### src/rtl/uart_pkg.sv
// Shared types and defaults for the UART transmitter.
package uart_pkg;

  localparam int DEF_CLK_FREQ = 50_000_000;
  localparam int DEF_BAUD     = 9600;

  typedef enum logic [2:0] {
    IDLE,
    START,
    DATA,
    STOP,
    PARITY
  } uart_state_e;

  // Integer-truncated clocks per bit.
  function automatic int clks_per_bit(input int clk_freq, input int baud);
    return clk_freq / baud;
  endfunction

endpackage

### src/rtl/uart_baud_gen.sv
// Bit-period timer: held at zero by clear, then ticks bit_end every CLKS_PER_BIT cycles.
module uart_baud_gen #(
  parameter int CLKS_PER_BIT = 5208
) (
  input  logic clk,
  input  logic reset,
  input  logic clear,
  output logic bit_end
);

  localparam int            CW   = (CLKS_PER_BIT > 1) ? $clog2(CLKS_PER_BIT) : 1;
  localparam logic [CW-1:0] LAST = CW'(CLKS_PER_BIT - 1);

  logic [CW-1:0] cnt;

  // Wrapping at every boundary keeps each bit exactly CLKS_PER_BIT long.
  always_ff @(posedge clk) begin
    if (!reset || clear)  cnt <= '0;
    else if (cnt == LAST) cnt <= '0;
    else                  cnt <= cnt + CW'(1);
  end

  assign bit_end = !clear && (cnt == LAST);

endmodule

### src/rtl/uart_tx_core.sv
// 8-N-1 UART serializer, LSB first, registered tx.
// Define UART_TX_PARITY_EN to insert an even-parity bit before the stop bit.
module uart_tx_core
  import uart_pkg::*;
#(
  parameter int CLK_FREQ = DEF_CLK_FREQ,
  parameter int BAUD     = DEF_BAUD
) (
  input  logic       clk,
  input  logic       reset,
  input  logic       tx_busy,
  input  logic [7:0] data_in,
  output logic       tx,
  output logic       done
);

  localparam int CLKS_PER_BIT = clks_per_bit(CLK_FREQ, BAUD);

  uart_state_e state, state_nxt;
  logic        bit_end;
  logic [2:0]  bit_idx;
  logic [7:0]  shift, shift_nxt;
  logic        tx_nxt;
`ifdef UART_TX_PARITY_EN
  logic        parity;
`endif

  uart_baud_gen #(.CLKS_PER_BIT(CLKS_PER_BIT)) u_baud (
    .clk     (clk),
    .reset   (reset),
    .clear   (state == IDLE),
    .bit_end (bit_end)
  );

  always_ff @(posedge clk) begin
    if (!reset) state <= IDLE;
    else        state <= state_nxt;
  end

  always_comb begin
    state_nxt = state;
    case (state)
      IDLE:  if (!tx_busy) state_nxt = START;
      START: if (bit_end)  state_nxt = DATA;
      DATA:
        if (bit_end && bit_idx == 3'd7) begin
`ifdef UART_TX_PARITY_EN
          state_nxt = PARITY;
`else
          state_nxt = STOP;
`endif
        end
`ifdef UART_TX_PARITY_EN
      PARITY: if (bit_end) state_nxt = STOP;
`endif
      STOP:  if (bit_end)  state_nxt = IDLE;
      default:             state_nxt = IDLE;
    endcase
  end

  // tx is decoded from the upcoming state so the line changes on the same edge as the FSM.
  always_comb begin
    shift_nxt = shift;
    if (state == START && bit_end)     shift_nxt = data_in;
    else if (state == DATA && bit_end) shift_nxt = shift >> 1;

    case (state_nxt)
      START:   tx_nxt = 1'b0;
      DATA:    tx_nxt = shift_nxt[0];
`ifdef UART_TX_PARITY_EN
      PARITY:  tx_nxt = parity;
`endif
      default: tx_nxt = 1'b1;
    endcase

    done = (state == STOP) && bit_end;
  end

  always_ff @(posedge clk) begin
    if (!reset) begin
      shift   <= '0;
      bit_idx <= '0;
      tx      <= 1'b1;
`ifdef UART_TX_PARITY_EN
      parity  <= 1'b0;
`endif
    end else begin
      shift <= shift_nxt;
      tx    <= tx_nxt;
      if (state == IDLE)                 bit_idx <= '0;
      else if (state == DATA && bit_end) bit_idx <= bit_idx + 3'd1;
`ifdef UART_TX_PARITY_EN
      if (state == START && bit_end)     parity  <= ^data_in;
`endif
    end
  end

endmodule

### config.mk
export PLATFORM = sky130hd
export DESIGN_NAME = uart_tx_core
export DESIGN_NICKNAME = d
export VERILOG_FILES = /design/src/rtl/uart_pkg.sv /design/src/rtl/uart_baud_gen.sv /design/src/rtl/uart_tx_core.sv
export SDC_FILE = /design/constraint.sdc
export NUM_CORES = 1
export LEC_CHECK = 0
export CORE_UTILIZATION = 40
export CTS_CLUSTER_DIAMETER = 50
export DETAILED_ROUTE_END_ITERATION = 16
export PLACE_DENSITY_LB_ADDON = 0.2
export SYNTH_ARGS = -nofsm -noshare
export SYNTH_HDL_FRONTEND = slang
export SYNTH_HIERARCHICAL = 1
export SYNTH_SLANG_ARGS = --single-unit
### constraint.sdc
create_clock -name clk -period 2.35 [get_ports clk]
set_input_delay 0.235 -clock clk [delete_from_list [all_inputs] [get_ports clk]]
set_output_delay 0.235 -clock clk [all_outputs]
set_load 0.1 [all_outputs]
# Word level (Yosys, flattened, before mapping)
# Index checks and enable logic that the tools add are counted.
[totals] reg_bits=28 in_bits=11 out_inout_bits=2 wordCells=36
[op_classes] n_addsub=2 n_eq_ne=7 mux=8 bitwise=1 reduce_logical=12
[ops] operator="2-to-1 mux 8 bit" count=2
[ops] operator="adder 13 x 1 -> 13 bit (second input constant)" count=1
[ops] operator="== test 13 bit (second input constant)" count=1
[ops] operator="2-to-1 mux 3 bit" count=4
[ops] operator="case mux 3 bit (4 select lines)" count=1
[ops] operator="== test 3 x 2 -> 1 bit (second input constant)" count=3
[ops] operator="== test 3 x 1 -> 1 bit (second input constant)" count=2
[ops] operator="logical AND 1 bit" count=5
[ops] operator="OR reduction 2 bit" count=2
[ops] operator="adder 3 x 1 -> 3 bit (second input constant)" count=1
[ops] operator="== test 3 bit (second input constant)" count=1
[ops] operator="zero test 3 bit" count=1
[ops] operator="zero test 1 bit" count=2
[ops] operator="case mux 1 bit (2 select lines)" count=1
[ops] operator="nonzero test 2 bit" count=1
[ops] operator="logical OR 1 bit" count=1
[ops] operator="NOT 1 bit" count=1

# Depth between registers and ports, before layout
[depth] depth_word=8 ltp_mapped=9 mapped_depth_nobuf=8

# Cells and area by module
# Netlist, hierarchy kept.
[by_module_without_submodules] module="uart_tx_core" n_inst=1 cells_each=79 area_each_um2=725.7 seq_area_each_um2=300.3
[by_module_without_submodules] module="uart_baud_gen" n_inst=1 cells_each=66 area_each_um2=610.6 seq_area_each_um2=260.2

# Worst setup path before layout
# No wires, ideal clock.
[synth_path] path_kind="register to output" start="register u_baud.cnt[0]" end="output port done" t_arrival_ps=2061 required_time_ps=2115 path_slack_ps=54 stages_incl_launch_ff=7 n_path_buf=0 cell_sequence="dfxtp_1 ha_1 and4b_1 nand3_1 nor2_1 and2b_1 and3_1"
[synth_between] elab_chain_len=3
[synth_lines] element="from (decl)" line="uart_baud_gen.sv:14" text="logic [CW-1:0] cnt;"
[synth_lines] element="from (signal assigned)" line="uart_baud_gen.sv:20" text="else cnt <= cnt + CW'(1);"
[synth_lines] element="== test 13 bit" line="uart_baud_gen.sv:23" text="assign bit_end = !clear && (cnt == LAST);"
[synth_lines] element="logical AND 1 bit" line="uart_baud_gen.sv:23"
[synth_lines] element="via bit_end" line="uart_tx_core.sv:20" text="logic bit_end;"
[synth_lines] element="logical AND 1 bit" line="uart_tx_core.sv:76" text="done = (state == STOP) && bit_end;"
[synth_lines] element="to (decl)" line="uart_tx_core.sv:14" text="output logic done"
# The timed path passes the listed nets, and every way through them passes these cells.

# Final worst setup path
# Same ends and word-level chain as after synthesis.

==> impl_metrics.toml <==
[synth]
yosysWarnings = 6
ys_seq_area_share_pct = 41.9
syn_avg_cell_area_um2 = 9.22
synth-edff-count = 0
ys_ff_latch = 28
synth_top_area_share_pct = 41.9
netlist_area_um2 = 1340
async_reset_ff_share_pct = 0
postSynthCellCount = 145
yosys.cell_types.count = 46
synth_ff_type = "dfxtp_1"
synth.largest_area_cell = "dfxtp_1"
synth.area.top_cells = "dfxtp_1 42%, a21oi_1 4.1%, nor2_1 3.7%"
syn_nets = 159

[die]
start_util_pct = 43.1
core-area_um2 = 3100
fp.dieArea_um2 = 3580
io_pins = 13
rows = 20
die_h_um = 59.8
die_x_um = 59.8

[critical_path]
critical_path_buf_inv_count = 1
crit_fanout = 5
end_kind = "primary output"
r2r_start = "u_baud/cnt[0]"
critPathMaxStageDelay_ps = 380
worstPathCellList = "ha_2 -> and4b_1 -> nand3_1 -> nor2_4 -> and2b_1 -> and3_4 -> buf_12"
cp_top_family = "simple AND/OR/NAND/NOR gates"
cp-start-kind = "flip-flop"
rrSetupSlack_ps = 240
cp.depth = 7
critPathKind = "flip-flop to primary output"
endpoint = "done"
crit_path_start = "u_baud/cnt[0]"
worst_ep_arrival_time_ps = 2020
worstRegToRegCells = 9
regToRegEndpoint = "shift[6]"
cpMaxStageDelayCell = "dfxtp_2"
cp.required_ps = 2120

[sta]
final_hold_viol_count = 0
slew_viol_final = 0
setup_violations = 0
holdWs_ps = 448
fmax_mhz = 444
skew_ps = 7.26
layout_setup_ws_ps = 96.1
tns_ps = 0
fin_crit_ps = 2250
period_share_pct = 95.9

[run_status]
outcome = "completed"

[global_routing]
first_global_vias = 1050
antenna_found_initial = 0
overflow = 0
grt_util_all_layers_pct = 16.0
grt_max_degree = 16
grt_pass1_wl_mm = 4.35

[detailed_routing]
antenna_left = 0
routed-via-count = 1098
dr.pass1.iters = 4
drc = 0
met2WireLength_mm = 1.15
dr.max_layer_used = "met4"
wl_mm = 2.46
wl_per_cell_um = 11.9
wl_met1_mm = 1.17
viasPerCell = 5.33
drt_iter0_drc = 42
met3_length_um = 87

[cts]
cts.sinks = 28
cts_root_buf = "clkbuf_4"
tritoncts = "done"
cts_inserted_buffers = 3
cts_max_path_buffers = 2
htree_levels = 1
clkTransAtPathRegs_ps = 150
clk_latency_ps = 330

[power]
clockPowerShare_pct = 30.5
comb_power_share_pct = 6.0
swShare_pct = 21.4
power_density_nw_per_um2 = 479
leakage_nw = 0.559
p_seq_share_pct = 63.4
p_int_mw = 0.600
power_switching_mw = 0.164
irDropWorstVdd_mv = 0.288

[cells_and_area]
final_cell_mix = "26 x dfxtp_1, 12 x nor2_1, 11 x nand2_1, 11 x a21oi_1, 10 x clkdlybuf4s50_1"
final_area_um2 = 1590
final_common_cell = "dfxtp_1"
syn_to_final_growth_pct = 19.3
regArea_um2 = 563
layout-drive-gt1-share_pct = 19.1
n_fill_cell = 313
fin_nets = 177
diodes = 0
multi_input_area_um2 = 741

[placement]
hpwlAfterDp_mm = 1.83
place_congestion = 0.763
dp_slack_ps = 176
portBuffers = 12
postPlaceCellArea_um2 = 1510

[hold_path]
hold_path_class = "flip-flop to flip-flop"

[job]
cap_violations = 0
cell families (layout without fill, tap and decap cells):
group	count (synthesis)	in the layout	synth area share, %
other cells	1	1	0.281
xor+xnor	4	4	2.62
compound gates	33	33	17.0
flops	28	28	41.9
mux	1	1	0.749
fa+ha+maj	3	3	2.81
buf+inv	10	27	4.68
simple gates	65	65	29.9
metrics by stage:
stage	std cells	power [mW]	utilization (%)
2_1_floorplan	145	0.518	-
3_3_place_gp	199	0.538	48.5
3_5_place_dp	199	0.539	48.5
4_1_cts	203	0.770	50.2
5_1_grt	206	0.795	51.4
6_report	206	0.763	51.4
power groups by stage:
stage	clock, mW	combinational (mW)	sequential [mW]
2_1_floorplan	0	0.0221	0.496
3_3_place_gp	0	0.0446	0.494
3_5_place_dp	0	0.0452	0.494
4_1_cts	0.240	0.0465	0.484
5_1_grt	0.259	0.0507	0.485
6_report	0.233	0.0461	0.484
per-layer routing:
layer / up-vias / global-route usage, %
li1: 565 / -
met1: 513 / 20.3
met2: 14 / 26.2
met3: 6 / 2.60
met4: 0 / 8.31
met5: - / 0
Yosys cell counts, types with 3 or more instances:
master    instances
a21boi_0          3
a21oi_1          11
dfxtp_1          28
ha_1              3
inv_1             3
nand2_1          11
nand3_1           5
nand3b_1          3
nor2_1           13
nor3_1            4
o21ai_0           4
o221ai_1          3
o31ai_1           4
or3_1             5
or4_1             3
xnor2_1           3
worst min path at each step:
stage / start / endpoint / slack, ps / depth (start not counted)
floorplan: data_in[7] / shift[7] / 380 / 2
global placement: u_baud/cnt[0] / u_baud/cnt[0] / 450 / 1
detailed placement: bit_idx[2] / bit_idx[2] / 460 / 2
CTS: data_in[7] / shift[7] / 470 / 3
global route: u_baud/cnt[0] / u_baud/cnt[0] / 470 / 1
finish: u_baud/cnt[0] / u_baud/cnt[0] / 450 / 1
area by class of cell:
type	instances	share of cell area, %
Inverter	3	0.706
Clock buffer	4	2.28
Tap cell	44	3.45
Sequential cell	28	35.3
Timing Repair Buffer	20	11.8
Multi-Input combinational cell	107	46.5
worst reg2reg max path, delay by kind of cell (launching register included):
family                   cells  cell delay (ps)
buffers and inverters        1              120
multiplexers                 1              220
AND/OR/NAND/NOR              5              970
adder cells (fa/ha/maj)      1              210
AO/OA/AOI/OAI                1              120
flip-flops                   1              380
registers in the layout (all words and copies together) (netlist names):
name	flops
u_baud/cnt	13
tx	1
shift	8
state	3
bit_idx	3
timing repair:
action,CTS,global route
endpoints found under the setup margin,1,1
resized for setup,4,4
pin swaps,0,1
hold buffers,0,0
gates cloned,0,0
buffers inserted,0,3
Power figures use the tool's default switching activity.
